--- config.mk ---
export PLATFORM = sky130hd
export DESIGN_NAME = rank_filter_ctrl_flat
export DESIGN_NICKNAME = d
export VERILOG_FILES = /design/src/rtl/rank_filter_ctrl_if.sv /design/src/rtl/rank_filter_ctrl.sv /design/src/flat_wrapper.sv
export SDC_FILE = /design/constraint.sdc
export NUM_CORES = 1
export LEC_CHECK = 0
export CAP_MARGIN = 5
export CORE_UTILIZATION = 60
export CTS_BUF_LIST = sky130_fd_sc_hd__clkbuf_8
export CTS_CLUSTER_SIZE = 40
export DETAILED_ROUTE_END_ITERATION = 7
export PLACE_DENSITY = 0.88
export SYNTH_ARGS = -nofsm -noshare
export SYNTH_HDL_FRONTEND = slang
export SYNTH_SLANG_ARGS = --single-unit
--- constraint.sdc ---
create_clock -name clk -period 3.4 [get_ports clk]
set_input_delay 0.51 -clock clk [delete_from_list [all_inputs] [get_ports clk]]
set_output_delay 0.51 -clock clk [all_outputs]
set_load 0.02 [all_outputs]
--- src/rtl/rank_filter_ctrl_if.sv ---
// Handshake and datapath bundle for rank_filter_ctrl.
//   cfg_*   : configuration offer (mask, 1-based target rank), reject pulse
//   in_*    : sample stream input
//   shift_en, win_clr, dp_mask, ranks_in : masked-rank datapath control/readback
//   out_*   : selected sample result, held until accepted
// master = the controller, slave = its environment (source, datapath, consumer).
interface rank_filter_ctrl_if #(
   parameter int N         = 7,
   parameter int DATA_W    = 8,
   parameter int RANK_BITS = $clog2(N+1)
) ();
   logic                   cfg_valid;
   logic                   cfg_ready;
   logic [N-1:0]           cfg_mask;
   logic [RANK_BITS-1:0]   cfg_rank;
   logic                   cfg_err;
   logic                   in_valid;
   logic                   in_ready;
   logic [DATA_W-1:0]      in_data;
   logic                   shift_en;
   logic                   win_clr;
   logic [N-1:0]           dp_mask;
   logic [RANK_BITS*N-1:0] ranks_in;
   logic                   out_valid;
   logic                   out_ready;
   logic [DATA_W-1:0]      out_data;
   logic                   out_miss;
   logic [7:0]             out_seq;

   modport master (
      input  cfg_valid, cfg_mask, cfg_rank, in_valid, in_data, ranks_in, out_ready,
      output cfg_ready, cfg_err, in_ready, shift_en, win_clr, dp_mask,
             out_valid, out_data, out_miss, out_seq
   );

   modport slave (
      output cfg_valid, cfg_mask, cfg_rank, in_valid, in_data, ranks_in, out_ready,
      input  cfg_ready, cfg_err, in_ready, shift_en, win_clr, dp_mask,
             out_valid, out_data, out_miss, out_seq
   );
endinterface

--- src/rtl/rank_filter_ctrl.sv ---
// Sequencer for the masked rank-order filter datapath. Accepts configuration
// and samples, strobes the datapath window (shift_en / win_clr), keeps a shadow
// copy of the window and, after every full-window shift, emits the shadow
// sample whose masked rank equals the target rank.
// Ports: clk, rst (async, active-low), bus (rank_filter_ctrl_if.master).
//
// state  | meaning
// -------+--------------------------------------------------------------
// S_CFG  | waiting for a valid configuration; window not yet filled
// S_FILL | collecting N samples after a window clear
// S_EVAL | datapath ranks reflect the new window; pick the result
// S_OUT  | result presented, held until out_ready
// S_RUN  | steady state: one sample per result, config updates allowed
module rank_filter_ctrl #(
   parameter int N         = 7,
   parameter int DATA_W    = 8,
   parameter int RANK_BITS = $clog2(N+1)
) (
   input  logic               clk,
   input  logic               rst,
   rank_filter_ctrl_if.master bus
);

   typedef enum logic [2:0] {S_CFG, S_FILL, S_EVAL, S_OUT, S_RUN} state_t;

   state_t               state;
   logic [DATA_W-1:0]    shadow [N];
   logic [RANK_BITS-1:0] fill_cnt;
   logic [RANK_BITS-1:0] tgt_rank;
   logic [RANK_BITS-1:0] cfg_pop;
   logic                 cfg_ok;
   logic                 in_acc;
   logic                 hit;
   logic [DATA_W-1:0]    hit_data;

   always_comb begin
      cfg_pop = '0;
      for (int j = 0; j < N; j++) begin
         cfg_pop = cfg_pop + RANK_BITS'(bus.cfg_mask[j]);
      end
   end

   assign cfg_ok = (bus.cfg_rank != '0) && (bus.cfg_rank <= cfg_pop);

   // The first FILL cycle carries win_clr; holding off samples there keeps
   // shift_en and win_clr mutually exclusive. In RUN, config wins over samples.
   assign bus.cfg_ready = (state == S_CFG) || (state == S_RUN);
   assign bus.in_ready  = ((state == S_FILL) && !bus.win_clr) ||
                          ((state == S_RUN) && !bus.cfg_valid);
   assign in_acc        = bus.in_valid && bus.in_ready;
   assign bus.shift_en  = in_acc;

   // Descending scan so the lowest matching slot is the one left standing.
   always_comb begin
      hit      = 1'b0;
      hit_data = '0;
      for (int j = N-1; j >= 0; j--) begin
         if (bus.dp_mask[j] && (bus.ranks_in[j*RANK_BITS +: RANK_BITS] == tgt_rank)) begin
            hit      = 1'b1;
            hit_data = shadow[j];
         end
      end
   end

   always_ff @(posedge clk or negedge rst) begin
      if (!rst) begin
         state        <= S_CFG;
         fill_cnt     <= '0;
         tgt_rank     <= '0;
         bus.dp_mask  <= '0;
         bus.win_clr  <= 1'b0;
         bus.cfg_err  <= 1'b0;
         bus.out_valid <= 1'b0;
         bus.out_data <= '0;
         bus.out_miss <= 1'b0;
         bus.out_seq  <= '0;
         for (int j = 0; j < N; j++) shadow[j] <= '0;
      end else begin
         bus.win_clr <= 1'b0;
         bus.cfg_err <= 1'b0;

         if (in_acc) begin
            for (int j = 0; j < N-1; j++) shadow[j] <= shadow[j+1];
            shadow[N-1] <= bus.in_data;
         end else if (bus.win_clr) begin
            for (int j = 0; j < N; j++) shadow[j] <= '0;
         end

         case (state)
            S_CFG: begin
               if (bus.cfg_valid) begin
                  if (cfg_ok) begin
                     bus.dp_mask <= bus.cfg_mask;
                     tgt_rank    <= bus.cfg_rank;
                     bus.win_clr <= 1'b1;
                     fill_cnt    <= '0;
                     state       <= S_FILL;
                  end else begin
                     bus.cfg_err <= 1'b1;
                  end
               end
            end
            S_FILL: begin
               if (in_acc) begin
                  fill_cnt <= fill_cnt + 1'b1;
                  if (fill_cnt == RANK_BITS'(N-1)) state <= S_EVAL;
               end
            end
            S_EVAL: begin
               bus.out_data  <= hit ? hit_data : '0;
               bus.out_miss  <= !hit;
               bus.out_valid <= 1'b1;
               state         <= S_OUT;
            end
            S_OUT: begin
               if (bus.out_ready) begin
                  bus.out_valid <= 1'b0;
                  bus.out_seq   <= bus.out_seq + 8'd1;
                  state         <= S_RUN;
               end
            end
            S_RUN: begin
               if (bus.cfg_valid) begin
                  if (cfg_ok) begin
                     bus.dp_mask <= bus.cfg_mask;
                     tgt_rank    <= bus.cfg_rank;
                  end else begin
                     bus.cfg_err <= 1'b1;
                  end
               end else if (in_acc) begin
                  state <= S_EVAL;
               end
            end
            default: state <= S_CFG;
         endcase
      end
   end

endmodule
--- src/flat_wrapper.sv ---
// flat-port wrapper written by rule: the top's interface ports become plain ports
module rank_filter_ctrl_flat 
#(
   parameter int N         = 7,
   parameter int DATA_W    = 8,
   parameter int RANK_BITS = $clog2(N+1)
)
  (clk, rst, bus_cfg_valid, bus_cfg_mask, bus_cfg_rank, bus_in_valid, bus_in_data, bus_ranks_in, bus_out_ready, bus_cfg_ready, bus_cfg_err, bus_in_ready, bus_shift_en, bus_win_clr, bus_dp_mask, bus_out_valid, bus_out_data, bus_out_miss, bus_out_seq);
  rank_filter_ctrl_if #(.N(N), .DATA_W(DATA_W), .RANK_BITS(RANK_BITS)) bus_i ();
  input  logic clk;
  input  logic rst;
  input wire logic [$bits(bus_i.cfg_valid)-1:0] bus_cfg_valid;
  input wire logic [$bits(bus_i.cfg_mask)-1:0] bus_cfg_mask;
  input wire logic [$bits(bus_i.cfg_rank)-1:0] bus_cfg_rank;
  input wire logic [$bits(bus_i.in_valid)-1:0] bus_in_valid;
  input wire logic [$bits(bus_i.in_data)-1:0] bus_in_data;
  input wire logic [$bits(bus_i.ranks_in)-1:0] bus_ranks_in;
  input wire logic [$bits(bus_i.out_ready)-1:0] bus_out_ready;
  output wire logic [$bits(bus_i.cfg_ready)-1:0] bus_cfg_ready;
  output wire logic [$bits(bus_i.cfg_err)-1:0] bus_cfg_err;
  output wire logic [$bits(bus_i.in_ready)-1:0] bus_in_ready;
  output wire logic [$bits(bus_i.shift_en)-1:0] bus_shift_en;
  output wire logic [$bits(bus_i.win_clr)-1:0] bus_win_clr;
  output wire logic [$bits(bus_i.dp_mask)-1:0] bus_dp_mask;
  output wire logic [$bits(bus_i.out_valid)-1:0] bus_out_valid;
  output wire logic [$bits(bus_i.out_data)-1:0] bus_out_data;
  output wire logic [$bits(bus_i.out_miss)-1:0] bus_out_miss;
  output wire logic [$bits(bus_i.out_seq)-1:0] bus_out_seq;
  assign bus_i.cfg_valid = bus_cfg_valid;
  assign bus_i.cfg_mask = bus_cfg_mask;
  assign bus_i.cfg_rank = bus_cfg_rank;
  assign bus_i.in_valid = bus_in_valid;
  assign bus_i.in_data = bus_in_data;
  assign bus_i.ranks_in = bus_ranks_in;
  assign bus_i.out_ready = bus_out_ready;
  assign bus_cfg_ready = bus_i.cfg_ready;
  assign bus_cfg_err = bus_i.cfg_err;
  assign bus_in_ready = bus_i.in_ready;
  assign bus_shift_en = bus_i.shift_en;
  assign bus_win_clr = bus_i.win_clr;
  assign bus_dp_mask = bus_i.dp_mask;
  assign bus_out_valid = bus_i.out_valid;
  assign bus_out_data = bus_i.out_data;
  assign bus_out_miss = bus_i.out_miss;
  assign bus_out_seq = bus_i.out_seq;
  rank_filter_ctrl #(.N(N), .DATA_W(DATA_W), .RANK_BITS(RANK_BITS)) u_core (.clk(clk), .rst(rst), .bus(bus_i));
endmodule
==> flow_metrics.tcl <==
set metrics [dict create \
    nFillCells 512 \
    ys.flop_type "dfrtp_1" \
    max_stage_delay_ns 0.51 \
    hold_path_class "input pin to asynchronous set/reset pin" \
    multi_input_area_um2 2459 \
    core_um2 7767 \
    start_util_pct 62.10 \
    crit_chain "buf_8 -> ha_4 -> inv_2 -> fa_1 -> fa_1 -> inv_1 -> ha_2 -> inv_2 -> fa_1 -> ha_4 -> nor2b_4 -> o21a_1 -> o21ai_2 -> and2_4 -> nor2b_4 -> buf_6 -> buf_12 -> mux2_4" \
    tightest_slew_ns 0.6511 \
    dieArea_um2 8402 \
    synth_cells 502 \
    ys_types 44 \
    dr.pass1.iters 5 \
    io_buffers 73 \
    synth-edff-count 0 \
    crit_top_cell "fa_1" \
    drv_slew 0 \
    crit_required_ns 3.66 \
    period_needed_ns 3.811 \
    period_share_pct 112.1 \
    crit_path_max_fanout 5 \
    slowest_stage "fa_1" \
    met3_length_um 819 \
    cp.arrival_ns 4.07 \
    final_cell_area_um2 6052 \
    diodes 0 \
    relSlewSlack_pct 56.43 \
    clkLatencyLatePin_ns 0.37 \
    tns_ns -4.673 \
    syn_area_um2 4823 \
    ant_nets 0 \
    rsz0062_at_grt "yes" \
    die_h_um 91.66 \
    worstSetupPathType "input pin to flop" \
    drc_errors 0 \
    h-tree-depth 3 \
    pin_count 74 \
    grt_pass1_vias 3913 \
    vias 4046 \
    ys_async_sr_fraction_pct 100.0 \
    avgViaCountPerCell 5.933 \
    failed_checks "negative setup slack" \
    wl_met2_um 6019 \
    path_clk_slew_ns 0.10 \
    placementRows 32 \
    fin_ws_ns -0.4109 \
    cp-end-kind "flop" \
    syn_avg_cell_area_um2 9.608 \
    grt_pass1_wl_um 19580 \
    final_nets 631 \
    place_area_um2 5717 \
    cts_root_buf "clkbuf_8" \
    synth_warnings 0 \
    grt_antenna_before_repair 0 \
    drtIter0Drc 357 \
    gp_congestion 0.7989 \
    cts_sinks 92 \
    top_layer "met4" \
    syn_to_final_growth_pct 25.47 \
    cp-start-kind "input pin" \
    clockBufferDepth 2 \
    numCtsBuffers 9 \
    grt_overflow 0 \
    routed_wl_um 12040 \
    power_density_nw_per_um2 832.5 \
    drive_above_1_share_pct 10.69 \
    finalHoldViolCount 0 \
    die_w_um 91.66 \
    synth_seq_cells 92 \
    fmax_mhz 262.4 \
    cts_tree "yes" \
    dpl.hpwl_um 7881 \
    ys_seq_area_share_pct 47.73 \
    grt_use_total_pct 30.20 \
    grt_max_degree 93 \
    wl_per_cell_um 17.66 \
    met1_length_um 4988 \
    r2r_slack_ns 0.64 \
    status "finished, violations left" \
    pre_cts_ws_ns -1.189 \
    peakVddDrop_mv 0.4464 \
    synth_fp_nets 558 \
    setup_viol 14 \
    finClkSkew_ns 0.01094 \
    ctsHoldBuffers 0 \
    ff_latch_area_um2 2302 \
    cellLeakagePower_nw 2.589 \
    max_cap_viol_count 0 \
]
-- metrics by stage --
step	hold WS [ns]	instances	utilization, %	total power (W)
after floorplan	0.2144	502	-	0.003333
after global placement	0.4621	661	73.60	0.003990
after detailed placement	0.4648	661	73.60	0.004108
after CTS	0.1917	681	77.46	0.004943
after global routing	0.2103	682	77.92	0.005339
final	0.1641	682	77.92	0.005039
-- sequential cells by signal, indices dropped and copies added, names as in the netlist --
register / count
u_core.tgt_rank: 3
u_core.bus.out_miss: 1
u_core.bus.cfg_err: 1
u_core.shadow: 56
u_core.bus.out_data: 8
u_core.bus.dp_mask: 7
u_core.fill_cnt: 3
u_core.state: 3
u_core.bus.out_seq: 8
u_core.bus.out_valid: 1
u_core.bus.win_clr: 1
-- Yosys cell counts, types with 4 or more instances --
library cell  instances  area share [%]
nand2_1              78             6.1
o31ai_1               9             1.4
inv_1                16             1.2
nand3_1               5            0.52
o21ai_0              63             6.5
and4_1                4            0.73
nand4_1               9             1.2
mux2_2                9             2.1
nand2b_1             57             7.4
a21o_1                7             1.1
clkbuf_1             21             1.6
xor2_1                5            0.91
xnor2_1              24             4.4
o21a_1               17             2.6
buf_2                 4            0.42
a221oi_1             15             2.7
nor2_1               16             1.2
o211ai_1              8             1.2
ha_1                  9             2.3
dfrtp_1              92              48
-- metal layers --
layer	up-vias	GRT usage, %
li1	1885	-
met1	1962	39.24
met2	176	51.50
met3	23	4.892
met4	0	10.45
met5	-	0
-- where the power goes --
part / switching (W) / total (W) / internal (W)
clock: 0.000445 / 0.000731 / 0.000286
combinational: 0.00122 / 0.00232 / 0.00111
sequential: 0.000459 / 0.00199 / 0.00153
total: 0.00212 / 0.00504 / 0.00292
-- area by class of cell --
| class | instances | share of cell area, % |
|---|---|---|
| Tap cell | 102 | 2.109 |
| Inverter | 16 | 0.9924 |
| Clock buffer | 9 | 2.047 |
| Sequential cell | 92 | 38.04 |
| Clock inverter | 7 | 1.116 |
| Timing Repair Buffer | 90 | 15.07 |
| Multi-Input combinational cell | 366 | 40.62 |
-- worst max-delay path, delay by kind of cell --
kind | cells | cell delay [ns]
muxes | 1 | 0.30
buffers and inverters | 6 | 0.48
adders and majority gates | 6 | 2.03
AOI/OAI and AO/OA | 2 | 0.31
and+or+nand+nor | 3 | 0.44
-- layout by cell type, fill, tap and decap left out, types with 4 or more instances in the layout --
cell type / n
a21o_1: 7
a221oi_1: 15
and4_1: 4
buf_4: 11
buf_6: 5
clkbuf_8: 9
clkdlybuf4s50_1: 68
dfrtp_1: 92
ha_1: 6
inv_1: 13
mux2_4: 9
nand2_1: 78
nand2b_1: 57
nand3_1: 5
nand4_1: 9
nor2_1: 16
o211ai_1: 8
o21a_1: 17
o21ai_0: 59
o31ai_1: 8
xnor2_1: 24
xor2_1: 5
-- worst paths after layout --
kind	cells past startpoint	end	from
max in group asynchronous	2	u_core.shadow[8]	rst
min in group clk	2	u_core.bus.dp_mask[1]	bus_cfg_mask[1]
worst max-delay path	18	u_core.tgt_rank[0]	bus_cfg_mask[1]
worst min register to register	1	u_core.bus.out_seq[7]	u_core.bus.out_seq[7]
worst max register to register	7	u_core.shadow[24]	u_core.state[2]
worst min-delay path	2	u_core.bus.out_seq[1]	rst
-- logic make-up (layout without fill, tap and decap cells) --
logic type	after synthesis	in the layout	share of synthesized area, %
adder cells (fa/ha/maj)	12	12	3.580
buffers and inverters	44	122	3.684
XOR/XNOR	29	29	5.266
flip-flops	92	92	47.73
AND/OR/NAND/NOR	185	185	19.79
multiplexers	11	11	2.516
AO/OA/AOI/OAI	129	129	17.43
-- timing repair --
action / CTS / global route
gates cloned: 1 / 0
pin swaps: 3 / 1
buffers inserted: 4 / 2
endpoints found under the setup margin: 16 / 15
resized for setup: 28 / 10
(Power assumes the default switching activity.)
